## config.mk

```make
export PLATFORM = sky130hd
export DESIGN_NAME = ram_16x8
export DESIGN_NICKNAME = d
export VERILOG_FILES = /design/src/rtl/ram_16x8_pkg.sv /design/src/rtl/ram_16x8_prog_loader.sv /design/src/rtl/ram_16x8.sv
export SDC_FILE = /design/constraint.sdc
export NUM_CORES = 1
export LEC_CHECK = 0
export ABC_AREA = 1
export CAP_MARGIN = 20
export CELL_PAD_IN_SITES_DETAIL_PLACEMENT = 2
export CELL_PAD_IN_SITES_GLOBAL_PLACEMENT = 2
export CORE_AREA = 2 2 143 145
export CTS_CLUSTER_DIAMETER = 200
export DETAILED_ROUTE_END_ITERATION = 10
export DIE_AREA = 0 0 145 147
export GPL_TIMING_DRIVEN = 0
export PLACE_DENSITY_LB_ADDON = 0.1
export SLEW_MARGIN = 20
export SYNTH_ARGS = -nofsm -noshare
export SYNTH_HDL_FRONTEND = slang
export SYNTH_SLANG_ARGS = --single-unit
```

## constraint.sdc

```tcl
create_clock -name clk -period 2.6 [get_ports clk]
set_input_delay 0.65 -clock clk [delete_from_list [all_inputs] [get_ports clk]]
set_output_delay 0.65 -clock clk [all_outputs]
set_load 0.02 [all_outputs]
```

## src/rtl/ram_16x8_pkg.sv

```systemverilog
// ram_16x8_pkg: shared widths and loader state encoding for the 16x8 main memory.
package ram_16x8_pkg;
    localparam int DEF_ADDR_W = 4;
    localparam int DEF_DATA_W = 8;
    typedef enum logic [1:0] {
        RUN       = 2'd0,
        PROG_IDLE = 2'd1,
        PROG_ACK  = 2'd2
    } state_t;
endpackage

```

## src/rtl/ram_16x8_prog_loader.sv

```systemverilog
// ram_16x8_prog_loader: program-mode handshake FSM with registered ready and saturating word count.
module ram_16x8_prog_loader
    import ram_16x8_pkg::*;
#(
    parameter int ADDR_W = DEF_ADDR_W
) (
    input  logic            clk,
    input  logic            clrbar,
    input  logic            prog_mode,
    input  logic            prog_valid,
    output logic            prog_ready,
    output logic [ADDR_W:0] prog_count,
    output logic            prog_we,
    output logic            prog_sel
);
    localparam logic [ADDR_W:0] ONE   = (ADDR_W+1)'(1);
    localparam logic [ADDR_W:0] DEPTH = ONE << ADDR_W;
    state_t state;
    assign prog_sel = state != RUN;
    assign prog_we  = state == PROG_IDLE && prog_valid;
    always_ff @(posedge clk or negedge clrbar) begin
        if (!clrbar) begin
            state      <= RUN;
            prog_ready <= 1'b0;
            prog_count <= '0;
        end else begin
            case (state)
                RUN: if (prog_mode) begin
                    state      <= PROG_IDLE;
                    prog_ready <= 1'b1;
                    prog_count <= '0;
                end
                PROG_IDLE: if (prog_valid) begin
                    state      <= PROG_ACK;
                    prog_ready <= 1'b0;
                    prog_count <= prog_count == DEPTH ? prog_count : prog_count + ONE;
                end else if (!prog_mode) begin
                    state      <= RUN;
                    prog_ready <= 1'b0;
                end
                // ready drops for exactly this one cycle, capping throughput at a word per two cycles
                PROG_ACK: begin
                    state      <= prog_mode ? PROG_IDLE : RUN;
                    prog_ready <= prog_mode;
                end
                default: begin
                    state      <= RUN;
                    prog_ready <= 1'b0;
                end
            endcase
        end
    end
endmodule

```

## src/rtl/ram_16x8.sv

```systemverilog
// ram_16x8: main memory with run-mode bus read/write and a program-mode loader port.
module ram_16x8
    import ram_16x8_pkg::*;
#(
    parameter int ADDR_W = DEF_ADDR_W,
    parameter int DATA_W = DEF_DATA_W
) (
    input  logic              clk,
    input  logic              clrbar,
    input  logic [ADDR_W-1:0] address_in,
    input  logic [DATA_W-1:0] data_in,
    input  logic              ce_bar,
    input  logic              we_bar,
    input  logic              prog_mode,
    input  logic              prog_valid,
    output logic              prog_ready,
    input  logic [ADDR_W-1:0] prog_addr,
    input  logic [DATA_W-1:0] prog_data,
    output logic [DATA_W-1:0] data_out,
    output logic              data_out_valid,
    output logic              bus_conflict,
    output logic [ADDR_W:0]   prog_count
);
    localparam int DEPTH = 1 << ADDR_W;
    logic [DATA_W-1:0] mem [DEPTH];
    logic              prog_we, prog_sel, run, rd_en, wr_en;
    logic [ADDR_W-1:0] wr_addr;
    logic [DATA_W-1:0] wr_data;

    ram_16x8_prog_loader #(.ADDR_W(ADDR_W)) u_loader (
        .clk        (clk),
        .clrbar     (clrbar),
        .prog_mode  (prog_mode),
        .prog_valid (prog_valid),
        .prog_ready (prog_ready),
        .prog_count (prog_count),
        .prog_we    (prog_we),
        .prog_sel   (prog_sel)
    );

    // raising prog_mode in RUN already masks that cycle's bus controls
    assign run     = !prog_sel && !prog_mode;
    assign rd_en   = run && !ce_bar && we_bar;
    assign wr_en   = prog_sel ? prog_we : run && !we_bar;
    assign wr_addr = prog_sel ? prog_addr : address_in;
    assign wr_data = prog_sel ? prog_data : data_in;

    always_ff @(posedge clk or negedge clrbar) begin
        if (!clrbar) begin
            for (int i = 0; i < DEPTH; i++) mem[i] <= '0;
            data_out       <= '0;
            data_out_valid <= 1'b0;
            bus_conflict   <= 1'b0;
        end else begin
            if (wr_en) mem[wr_addr] <= wr_data;
            if (rd_en) data_out <= mem[address_in];
            data_out_valid <= rd_en;
            bus_conflict   <= run && !ce_bar && !we_bar;
        end
    end
endmodule
```

==> results.ini <==
[global_route]
grt_pass1_wl_um=43140
antenna_found_initial=0
grt_max_degree=78
grt_pass1_vias=7315
track_usage_pct=26.66
overflow=0

[setup_path]
path_class=input port to register
slowest_delay_ns=0.53
start_kind=input port
crit_path_top_delay_cell=clkdlybuf4s50_1
crit_path_end_kind=register
setup.worst_path.start=address_in[0]
rr_startpoint=u_loader.state[1]$_DFFE_PN0P_
ff2ff_path_depth=6
crit_chain=clkdlybuf4s50_1 -> clkbuf_2 -> clkbuf_1 -> nand2_1 -> nand3_1 -> nand3_1 -> nand3_1 -> nand2_1 -> nand2_1 -> nand2_1
r2r-end=mem[27]$_DFFE_PN0P_
arrival_ns=2.77
path_max_fanout=10
cpMostUsedCell=nand2_1
rrSetupSlack_ns=0.18
critPathCapture=data_out[2]$_DFFE_PN0P_
cp.required_ns=2.93

[clocking]
clock_sinks=146
cts_root_buf=clkbuf_16
cts_buffers=17
cts_buffer_depth=2
htreeDepth=4
holdBufCountCts=0
clk_latency_ns=0.44
cts_tree=yes
path_clk_slew_ns=0.06

[timing]
final_max_slew_viol_count=0
clock_skew_ns=0.009002
finalSetupTns_ns=0
layout_worst_path_cycle_share_pct=94.14
fin_crit_ns=2.448
rsz0062_at_grt=false
slew_headroom_pct=40.39
finalSetupViolations=0
fmax_ghz=0.4086
finalHoldViolations=0
worst_slew_pin_slew_ns=0.8942

[run]
drv_cap=0

[placed_design]
place.gp.congestion=0.8100
dp.cells=1261
dp_hpwl_um=18550
port_buffers=42

[final_layout]
fin_cells=1291
final_nets=1042
fillers=2276
drive_gt1_share_pct=8.913
syn_to_final_growth_pct=19.22
n_antenna_cell=0

[logic_synthesis]
ys_top_cells_by_area=dfrtp_1 49%, nand2_1 16%, o21ai_0 8.6%, nand3_1 7.8%, inv_1 7.2%
synth-compound-area-share_pct=9.705
synth_simple_gate_area_share_pct=27.72
synth.distinct_cells=25
synth-xor-area-share_pct=0.2359
yosysTopAreaCell=dfrtp_1
yosysSeqAreaShare_pct=49.20
synthAdderAreaFrac_pct=0.3370
synth_top_area_share_pct=49.20
syn-mean-instance-area_um2=7.833
synth_nets=980
netlist_instances=948
synthArstFlopShare_pct=100.0
synth.ff_latch_count=146
synth-main-ff-cell=dfrtp_1
yosysWarnings=0
netlist_area_um2=7426
synthMuxAreaShare_pct=1.213
synth_edf_count=0
synth_top_family_by_area=simple AND/OR/NAND/NOR gates

[detailed_routing]
drt-pass1-iter-count=5
drc=0
drt_iter0_markers=298
antenna_left=0
wl_um=26730
via_per_inst=5.120
wire_per_inst_um=20.71
wl_met3_um=904
top_layer_used=met4
wl_met1_um=12000
dr_total_vias=6610
dr_wl_met2_um=13360

[floorplan]
die_w_um=145
dieArea_um2=21320
core_um2=19840
floorplan.rows=52
initial_utilization_pct=37.42
die_h_um=147
ios=46

[hold_path]
hp-class=input port to async pin

[power_and_ir_drop]
p_leak_nw=4.151
power.total_mw=8.952
powerDensity_nw_per_um2=1011
vdd_drop_max_v=0.0005104

[outcome]
outcome=finished, final reports clean

## critical path: cells and delay by family
family                 cells  cell delay (ns)
and+or+nand+nor            7             0.76
buffers and inverters      3             1.34
## worst min-delay path by stage
stage	from	to	slack, ns	cells past startpoint
after floorplan	clrbar	bus_conflict$_DFF_PN0_	0.35	0
after global placement	data_out[6]$_DFFE_PN0P_	data_out[6]$_DFFE_PN0P_	0.46	2
after detailed placement	data_out[3]$_DFFE_PN0P_	data_out[3]$_DFFE_PN0P_	0.48	2
after CTS	clrbar	u_loader.prog_count[3]$_DFFE_PN0P_	0.19	1
after global routing	clrbar	u_loader.prog_count[3]$_DFFE_PN0P_	0.19	1
final	clrbar	u_loader.prog_count[3]$_DFFE_PN0P_	0.14	1
## cells in the mapped netlist, types with 2 or more instances
library cell,number
nand2_1,308
dfrtp_1,146
inv_1,143
o21ai_0,128
nand3_1,116
clkbuf_1,24
nor2_4,18
buf_6,16
o21ai_1,11
mux2_2,8
buf_1,4
buf_2,4
nand3_4,4
inv_2,3
ha_1,2
nand4_1,2
nor2_1,2
xor2_1,2
## final cells by class
type                       instances  area, um^2  area share, %
multi-input combinational        607        2912          32.89
clock buffer                      22       484.2          5.469
tap                              270       337.8          3.816
clock inverter                     8       150.1          1.696
timing repair buffer              43       452.9          5.116
inverter                         146       548.0          6.190
sequential                       146        3654          41.27
buffer                            49       315.3          3.561
## cell families after synthesis
kind of cell | after synthesis
and+or+nand+nor | 454
buffers and inverters | 195
DFF | 146
AOI/OAI and AO/OA | 141
muxes | 8
xor gates and xnor gates | 2
adders and majority gates | 2
## per-stage QoR
stage / worst slack [ns] / util [%] / hold WS [ns] / area (um^2)
after floorplan: 0.7096 / - / 0.3544 / 7426
after global placement: -5.544 / 41.24 / 0.4649 / 8184
after detailed placement: -0.5817 / 41.41 / 0.4776 / 8217
after CTS: 0.1517 / 44.62 / 0.1905 / 8853
after global routing: 0.03697 / 44.62 / 0.1875 / 8853
final: 0.1523 / 44.62 / 0.1449 / 8853
## sequential cells by signal (all words and copies together), names as in the netlist
name                 flops
u_loader.prog_ready      1
u_loader.prog_count      5
bus_conflict             1
u_loader.state           2
mem                    128
data_out                 8
data_out_valid           1
## layout by cell type (no fill, tap or decap), drive strengths merged
master           n
dfrtp          146
buf             27
nand4            2
nand3          120
o21ai          140
mux2             8
ha               2
clkinvlp         1
inv            147
nand3b           1
nor3             2
xor2             2
clkdlybuf4s50   41
clkbuf          46
bufinv           4
nand2          309
a31o             1
clkinv           2
nor2            20
## routing by layer
| metal | global-route usage (%) | vias to the layer above |
|---|---|---|
| met5 | 0 | - |
| met3 | 3.882 | 30 |
| li1 | - | 3085 |
| met2 | 46.12 | 129 |
| met1 | 35.25 | 3366 |
| met4 | 6.931 | 0 |
## power by group
group          switching, mW  internal (mW)
Clock                   1.02           1.70
Combinational           1.74          0.854
Sequential             0.323           3.32
Total                   3.08           5.87
## timing repair
action | in CTS | in global routing
setup buffers | 0 | 0
gates resized for setup | 2 | 0
setup endpoints to repair | 8 | 0
Power figures use the tool's default switching activity.
